## src/rtl/set_field_stage.sv

```systemverilog
// rtl/set_field_stage.sv - two-stage MAC rewrite / TTL decrement action stage with field-write helper
//
// set_field_async overwrites one slice of a header vector combinationally.
// set_field_stage registers the beat in S1 and precomputes the TTL-derived words.
// S2 chains four field writers, computes the incremental checksum, and drives the output register.

module set_field_async #(
  parameter int DATA_WIDTH  = 600,
  parameter int FIELD_WIDTH = 8,
  parameter int OFFSET      = 0
) (
  input  logic [DATA_WIDTH-1:0]  data_in,
  input  logic [FIELD_WIDTH-1:0] field,
  input  logic                   en,
  output logic [DATA_WIDTH-1:0]  data_out
);

  // overwrite the slice when enabled, pass everything else through untouched
  always_comb begin
    data_out = data_in;
    if (en) begin
      data_out[OFFSET +: FIELD_WIDTH] = field;
    end
  end

endmodule

module set_field_stage #(
  parameter int DATA_WIDTH  = 600,
  parameter int DMAC_OFFSET = 0,
  parameter int SMAC_OFFSET = 48,
  parameter int TTL_OFFSET  = 176,
  parameter int CSUM_OFFSET = 192
) (
  input  logic                  clk,
  input  logic                  rst,
  input  logic [DATA_WIDTH-1:0] s_hdr_data,
  input  logic [2:0]            s_hdr_action,
  input  logic [47:0]           s_hdr_dmac,
  input  logic [47:0]           s_hdr_smac,
  input  logic                  s_hdr_valid,
  output logic                  s_hdr_ready,
  output logic [DATA_WIDTH-1:0] m_hdr_data,
  output logic                  m_hdr_drop,
  output logic                  m_hdr_valid,
  input  logic                  m_hdr_ready,
  output logic [31:0]           stat_pkt_cnt,
  output logic [31:0]           stat_drop_cnt
);

  if (DATA_WIDTH < 208) begin : g_width_check
    $error("set_field_stage: DATA_WIDTH must be at least 208");
  end

  // ones'-complement 16-bit add, end-around carry folded twice
  function automatic logic [15:0] oc_add(input logic [15:0] a, input logic [15:0] b);
    logic [16:0] s;
    s = {1'b0, a} + {1'b0, b};
    s = {1'b0, s[15:0]} + {16'b0, s[16]};
    s = {1'b0, s[15:0]} + {16'b0, s[16]};
    return s[15:0];
  endfunction

  // S1 state
  logic                  s1_valid;
  logic [DATA_WIDTH-1:0] s1_data;
  logic [2:0]            s1_action;
  logic [47:0]           s1_dmac;
  logic [47:0]           s1_smac;
  logic                  s1_expire;
  logic [15:0]           s1_m;
  logic [15:0]           s1_mp;

  logic s1_adv;
  logic s2_adv;

  // TTL/protocol view of the incoming beat
  logic [7:0]  in_ttl;
  logic [7:0]  in_proto;
  logic [15:0] in_m;

  assign in_ttl   = s_hdr_data[TTL_OFFSET +: 8];
  assign in_proto = s_hdr_data[TTL_OFFSET+8 +: 8];
  assign in_m     = {in_ttl, in_proto};

  assign s2_adv      = !m_hdr_valid | m_hdr_ready;
  assign s1_adv      = !s1_valid | s2_adv;
  assign s_hdr_ready = s1_adv;

  // S1 register: capture the beat and the TTL words used by the checksum update
  always_ff @(posedge clk) begin
    if (rst) begin
      s1_valid <= 1'b0;
    end else if (s1_adv) begin
      s1_valid <= s_hdr_valid;
      if (s_hdr_valid) begin
        s1_data   <= s_hdr_data;
        s1_action <= s_hdr_action;
        s1_dmac   <= s_hdr_dmac;
        s1_smac   <= s_hdr_smac;
        s1_expire <= s_hdr_action[2] & (in_ttl <= 8'd1);
        s1_m      <= in_m;
        s1_mp     <= in_m - 16'h0100;
      end
    end
  end

  // S2 combinational rewrite
  logic                  do_ttl;
  logic [7:0]            ttl_new;
  logic [15:0]           csum_old;
  logic [15:0]           csum_new;
  logic [DATA_WIDTH-1:0] w_dmac;
  logic [DATA_WIDTH-1:0] w_smac;
  logic [DATA_WIDTH-1:0] w_ttl;
  logic [DATA_WIDTH-1:0] w_csum;

  assign do_ttl   = s1_action[2] & ~s1_expire;
  assign ttl_new  = s1_m[15:8] - 8'd1;
  assign csum_old = s1_data[CSUM_OFFSET +: 16];
  assign csum_new = ~oc_add(oc_add(~csum_old, ~s1_m), s1_mp);

  set_field_async #(.DATA_WIDTH(DATA_WIDTH), .FIELD_WIDTH(48), .OFFSET(DMAC_OFFSET)) u_set_dmac (
    .data_in  (s1_data),
    .field    (s1_dmac),
    .en       (s1_action[0]),
    .data_out (w_dmac)
  );

  set_field_async #(.DATA_WIDTH(DATA_WIDTH), .FIELD_WIDTH(48), .OFFSET(SMAC_OFFSET)) u_set_smac (
    .data_in  (w_dmac),
    .field    (s1_smac),
    .en       (s1_action[1]),
    .data_out (w_smac)
  );

  set_field_async #(.DATA_WIDTH(DATA_WIDTH), .FIELD_WIDTH(8), .OFFSET(TTL_OFFSET)) u_set_ttl (
    .data_in  (w_smac),
    .field    (ttl_new),
    .en       (do_ttl),
    .data_out (w_ttl)
  );

  set_field_async #(.DATA_WIDTH(DATA_WIDTH), .FIELD_WIDTH(16), .OFFSET(CSUM_OFFSET)) u_set_csum (
    .data_in  (w_ttl),
    .field    (csum_new),
    .en       (do_ttl),
    .data_out (w_csum)
  );

  // S2 register: hold while stalled, load the rewritten header when advancing
  always_ff @(posedge clk) begin
    if (rst) begin
      m_hdr_valid <= 1'b0;
      m_hdr_data  <= '0;
      m_hdr_drop  <= 1'b0;
    end else if (s2_adv) begin
      m_hdr_valid <= s1_valid;
      if (s1_valid) begin
        m_hdr_data <= w_csum;
        m_hdr_drop <= s1_expire;
      end
    end
  end

  // statistics: count every output handshake, and those carrying drop
  always_ff @(posedge clk) begin
    if (rst) begin
      stat_pkt_cnt  <= '0;
      stat_drop_cnt <= '0;
    end else if (m_hdr_valid & m_hdr_ready) begin
      stat_pkt_cnt <= stat_pkt_cnt + 32'd1;
      if (m_hdr_drop) begin
        stat_drop_cnt <= stat_drop_cnt + 32'd1;
      end
    end
  end

endmodule

```

## config.mk

```make
export PLATFORM = sky130hd
export DESIGN_NAME = set_field_stage
export DESIGN_NICKNAME = d
export VERILOG_FILES = /design/src/rtl/set_field_stage.sv
export SDC_FILE = /design/constraint.sdc
export NUM_CORES = 2
export LEC_CHECK = 0
export CAP_MARGIN = 20
export CORE_AREA = 8 8 522 524
export DETAILED_ROUTE_END_ITERATION = 10
export DIE_AREA = 0 0 530 532
export MAX_ROUTING_LAYER = met4
export PLACE_DENSITY = 0.4
export REMOVE_ABC_BUFFERS = 1
export SLEW_MARGIN = 20
export SYNTH_ARGS = -nofsm -noshare
export SYNTH_HDL_FRONTEND = slang
export SYNTH_SLANG_ARGS = --single-unit
```

## constraint.sdc

```tcl
create_clock -name clk -period 28.8 [get_ports clk]
set_clock_uncertainty 0.2 [all_clocks]
set_input_delay 5.76 -clock clk [delete_from_list [all_inputs] [get_ports clk]]
set_output_delay 5.76 -clock clk [all_outputs]
set_load 0.02 [all_outputs]
```

# Word level (Yosys, flattened, before mapping)
# Cells that the tools add are included.
# W data, S select, Z words.
# op_classes
addsub	10
order_cmp	1
mux	4
bitwise_logic	10
reduce_logical	5
# ops
operator	n
$mux W48	2
$add A32 B1 Y32 const B	2
$not A16 Y16	3
$add A16 B1 Y17	2
$add A16 B16 Y17	2
$add A16 B1 Y16	2
$mux W16	1
$sub A16 B9 Y16 const B	1
$le A8 B1 Y1 const B	1
$mux W8	1
$sub A8 B1 Y8 const B	1
$reduce_and A2 Y1	2
$and A1 B1 Y1	3
$reduce_and A3 Y1	1
$logic_not A1 Y1	2
$not A1 Y1	2
$or A1 B1 Y1	2
# totals
regBits	1399
input_bits	703

# Depth between registers and ports, before layout
# logic_depth
word_depth	9
depth_mapped	56
ltp_nobuf	55

# Hierarchy
# A second synthesis with hierarchy kept.
# unflattened
hier_cells	6541
area_unflattened_um2	66646.4
# by_module_without_submodules
module	n_inst	cells_per_inst	area_per_inst_um2	seq_area_each_um2
set_field_stage	1	4128	47830.9	34613.2
set_field_async at u_set_dmac ...	2	605	4803.4	0.0
set_field_async at u_set_csum	1	602	4633.2	0.0
set_field_async at u_set_ttl	1	601	4575.6	0.0

# Worst setup path before layout
# Ideal clock, no wire load.
# synth_timing
path_type	in2reg
from	in m_hdr_ready
to	reg s1_action[0], enable pin
setup_time_ns	1.176
arrival_time_ns	22.119
required_ns	27.424
slack_ns	5.305
cell_stages	3
path_cell_list	nor2b_1 -> nand2_1 -> and3_1
# synth_via
elab_chain_cells	3
# synth_lines
item	line	source
start: declaration	46	input logic m_hdr_ready,
$or A1 B1 Y1	86	assign s2_adv = !m_hdr_valid | m_hdr_ready;
$or A1 B1 Y1	87	assign s1_adv = !s1_valid | s2_adv;
named net s_hdr_ready	42	output logic s_hdr_ready,
$reduce_and A3 Y1 (no line)	n/a	
end signal: assignment	98	s1_action <= s_hdr_action;
end: declaration	67	logic [2:0] s1_action;
# The timed path passes the listed nets, and every way through them passes these cells.
# A chain may end at the register's enable or synchronous reset.

==> metrics.csv <==
stage,metric,value,unit
worst_setup_path,crit_slowest_cell,nor4_1,
routing,drt-met1-wl,89.07,mm
clocking,numCtsBuffers,170,
pwr,pwr-share-comb,11.3,%
run,drv_cap,0,
floorplanning,row_count,189,
worst_setup_path,cp_top_family,simple AND/OR/NAND/NOR gates,
routing,finalWirelength,228.5,mm
global_routing,grt_pass1_vias,37380,
routing,highest_layer,met4,
worst_setup_path,worst_setup_path_end_kind,flip-flop,
clocking,cts_tree,built,
yosys,postSynth.asyncResetShare,0,%
final_layout,nets,6267,
final_layout,design_area,72490,um2
clocking,cts.sinks,1375,
pwr,finalPower,4.950,mW
routing,wl_met3,25.12,mm
clocking,post_cts_resized,0,
placed_design,io_buffers,1369,
sta,hold_viol_final,0,
yosys,yosys.cell_types.count,84,
placed_design,place_hpwl,172.3,mm
clocking,cts_setup_buffers,0,
final_layout,area_delta_synth_final,47.80,%
floorplanning,core_area,263900,um2
pwr,switching_share,26.02,%
placed_design,gp_congestion,0.8350,
clocking,cts_root_buffer,clkbuf_16,
pwr,p_sw,1.288,mW
routing,num_vias,37140,
yosys,synth_ff_type,edfxtp_1,
final_layout,layout_commonest_cell,clkdlybuf4s50_1,
pwr,ir_drop,0.00005233,V
routing,ant_nets,0,
routing,dr_wl_met2,110.1,mm
floorplanning,die_x,530,um
floorplanning,dieArea,282000,um2
hold_path,min_path_type,reg2reg,
final_layout,fin_util,27.47,%
worst_setup_path,criticalPathCategory,reg2reg,
clocking,postCtsHoldBufs,0,
clocking,h-tree-depth,4,
global_routing,antenna_found_initial,142,
yosys,syn_area,49040,um2
worst_setup_path,startpoint_type,flip-flop,
global_routing,grt_util_all_layers,15.95,%
clocking,clkLatencyLatePin,0.84,ns
pwr,internal_power,3.662,mW
global_routing,grt_start_max_net_pins,170,
yosys,syn_area_per_cell,11.75,um2
yosys,synth_area_leader_cell,edfxtp_1,
worst_setup_path,cp.required,29.33,ns
global_routing,grt_pass1_wl,311.1,mm
floorplanning,io_pins,1370,
routing,drt-wirelength-per-cell,24.66,um
yosys,synth_edf_count,708,
sta,rsz0062_at_grt,false,
placed_design,placedInstanceArea,66560,um2
yosys,netlist.area_leader.share,43.35,%
routing,vias_per_cell,4.008,
routing,drc_errors,0,
floorplanning,start_util,18.58,%
worst_setup_path,slowest_delay,0.63,ns
sta,setup_slack,15.47,ns
yosys,yosys_warnings,0,
clocking,path_clk_slew,0.06,ns
placed_design,place_ws,15.35,ns
global_routing,grt_overflow_total,0,
pwr,pwr-share-seq,44.3,%
run_status,status,"complete, no violations",
sta,whs,0.2515,ns
final_layout,stdcell_count,9265,
yosys,ys_top_cells_by_area,"edfxtp_1 (43%), dfxtp_1 (27%), nand2_1 (7.9%)",
yosys,ys_ff_latch,1375,
worst_setup_path,critical_path_buf_inv_count,2,
routing,initialDrtViolationCount,2113,
sta,period_needed,13.33,ns
clocking,clock_path_buffers,3,
yosys,yosysSeqAreaShare,70.58,%
sta,tightest_slew,1.158,ns
pwr,clock_power_share,44.4,%
final_layout,drive_gt1_share,5.793,%
sta,fmax,0.07502,GHz
sta,maxSlewViolCount,0,
worst_setup_path,cpMostUsedCell,ha_1,
sta,period_share,46.28,%
placed_design,dp_cells,8877,
worst_setup_path,critPathArrivalTime,13.86,ns
final_layout,final_cell_mix,"clkdlybuf4s50_1 (1368), nand2_1 (1033), edfxtp_1 (708), dfxtp_1 (667), a21oi_1 (532)",
pwr,power.density,68.29,nW/um2
sta,fin_setup_tns,0,ns
sta,relSlewSlack,22.81,%
yosys,syn_inst,4174,
pwr,p_leak,24.70,nW
worst_setup_path,path_max_fanout,11,
sta,setup_viol,0,
routing,firstDrtPassIters,5,
floorplanning,die_h,532,um
-- cells by family (layout without fill, tap and decap cells) --
family | Yosys count | after routing | share of synthesized area [%]
flops | 1375 | 1375 | 70.58
simple gates | 1468 | 1468 | 12.34
buf+inv | 287 | 1775 | 2.373
fa+ha+maj | 48 | 48 | 1.255
mux | 104 | 104 | 2.125
xor+xnor | 116 | 116 | 2.115
compound gates | 776 | 776 | 9.212
other cells | 0 | 70 | 0
-- sequential cells by signal, indices dropped and copies added (netlist names) --
| register | count |
|---|---|
| stat_drop_cnt | 32 |
| m_hdr_data | 600 |
| stat_pkt_cnt | 32 |
| s1_action | 3 |
| s1_expire | 1 |
| s1_dmac | 48 |
| s1_valid | 1 |
| s1_mp | 8 |
| m_hdr_valid | 1 |
| s1_data | 600 |
| m_hdr_drop | 1 |
| s1_smac | 48 |
-- worst min-delay path: cells and delay by family, from the launching register on --
kind / cells / cell delay (ns)
DFF: 1 / 0.30
and+or+nand+nor: 1 / 0.05
AOI/OAI and AO/OA: 1 / 0.05
-- power groups by stage --
stage | sequential, mW | clock, mW | combinational [mW]
finish | 2.19 | 2.20 | 0.559
global route | 2.20 | 2.35 | 0.608
CTS | 2.20 | 2.28 | 0.572
detailed placement | 2.24 | 0 | 0.569
global placement | 2.23 | 0 | 0.569
floorplan | 2.31 | 0 | 0.250
-- layout make-up --
| cell class | count | area [um2] |
|---|---|---|
| antenna | 70 | 175.2 |
| multi-input combinational | 2512 | 13290 |
| timing repair buffer | 1408 | 14050 |
| sequential | 1375 | 34610 |
| clock buffer | 249 | 4812 |
| fill | 27570 | 191400 |
| inverter | 49 | 183.9 |
| clock inverter | 69 | 942.2 |
| tap | 3533 | 4420 |
-- Yosys cell counts, types with 7 or more instances --
master,n
nand2_1,1033
edfxtp_1,708
dfxtp_1,667
a21oi_1,532
nor2_1,226
clkbuf_1,216
a211oi_1,117
mux2i_1,103
xor2_1,65
inv_1,49
xnor2_1,49
ha_1,46
nand3_1,42
o21ai_0,31
nor3_1,27
and3_1,25
nand4_1,23
or3_1,15
and2_1,11
o211ai_1,11
nor2b_1,10
nor4_1,10
buf_1,9
a21o_1,8
buf_6,8
a211o_1,7
-- layer usage --
metal / vias to the layer above / GRT usage [%]
met5: - / -
li1: 17400 / -
met3: 308 / 7.522
met2: 1331 / 26.45
met1: 18100 / 17.56
met4: 0 / 3.183
-- final timing paths --
| check | slack, ns | depth (start not counted) | start | endpoint |
|---|---|---|---|---|
| worst min register to register | 0.25 | 2 | m_hdr_data[270]$_SDFFE_PP0P_ | m_hdr_data[270]$_SDFFE_PP0P_ |
| worst max register to register | 15.47 | 54 | s1_data[184]$_DFFE_PP_ | m_hdr_data[206]$_SDFFE_PP0P_ |
| worst max-delay path | 15.47 | 54 | s1_data[184]$_DFFE_PP_ | m_hdr_data[206]$_SDFFE_PP0P_ |
| worst min-delay path | 0.25 | 2 | m_hdr_data[270]$_SDFFE_PP0P_ | m_hdr_data[270]$_SDFFE_PP0P_ |
(Power assumes the default switching activity.)
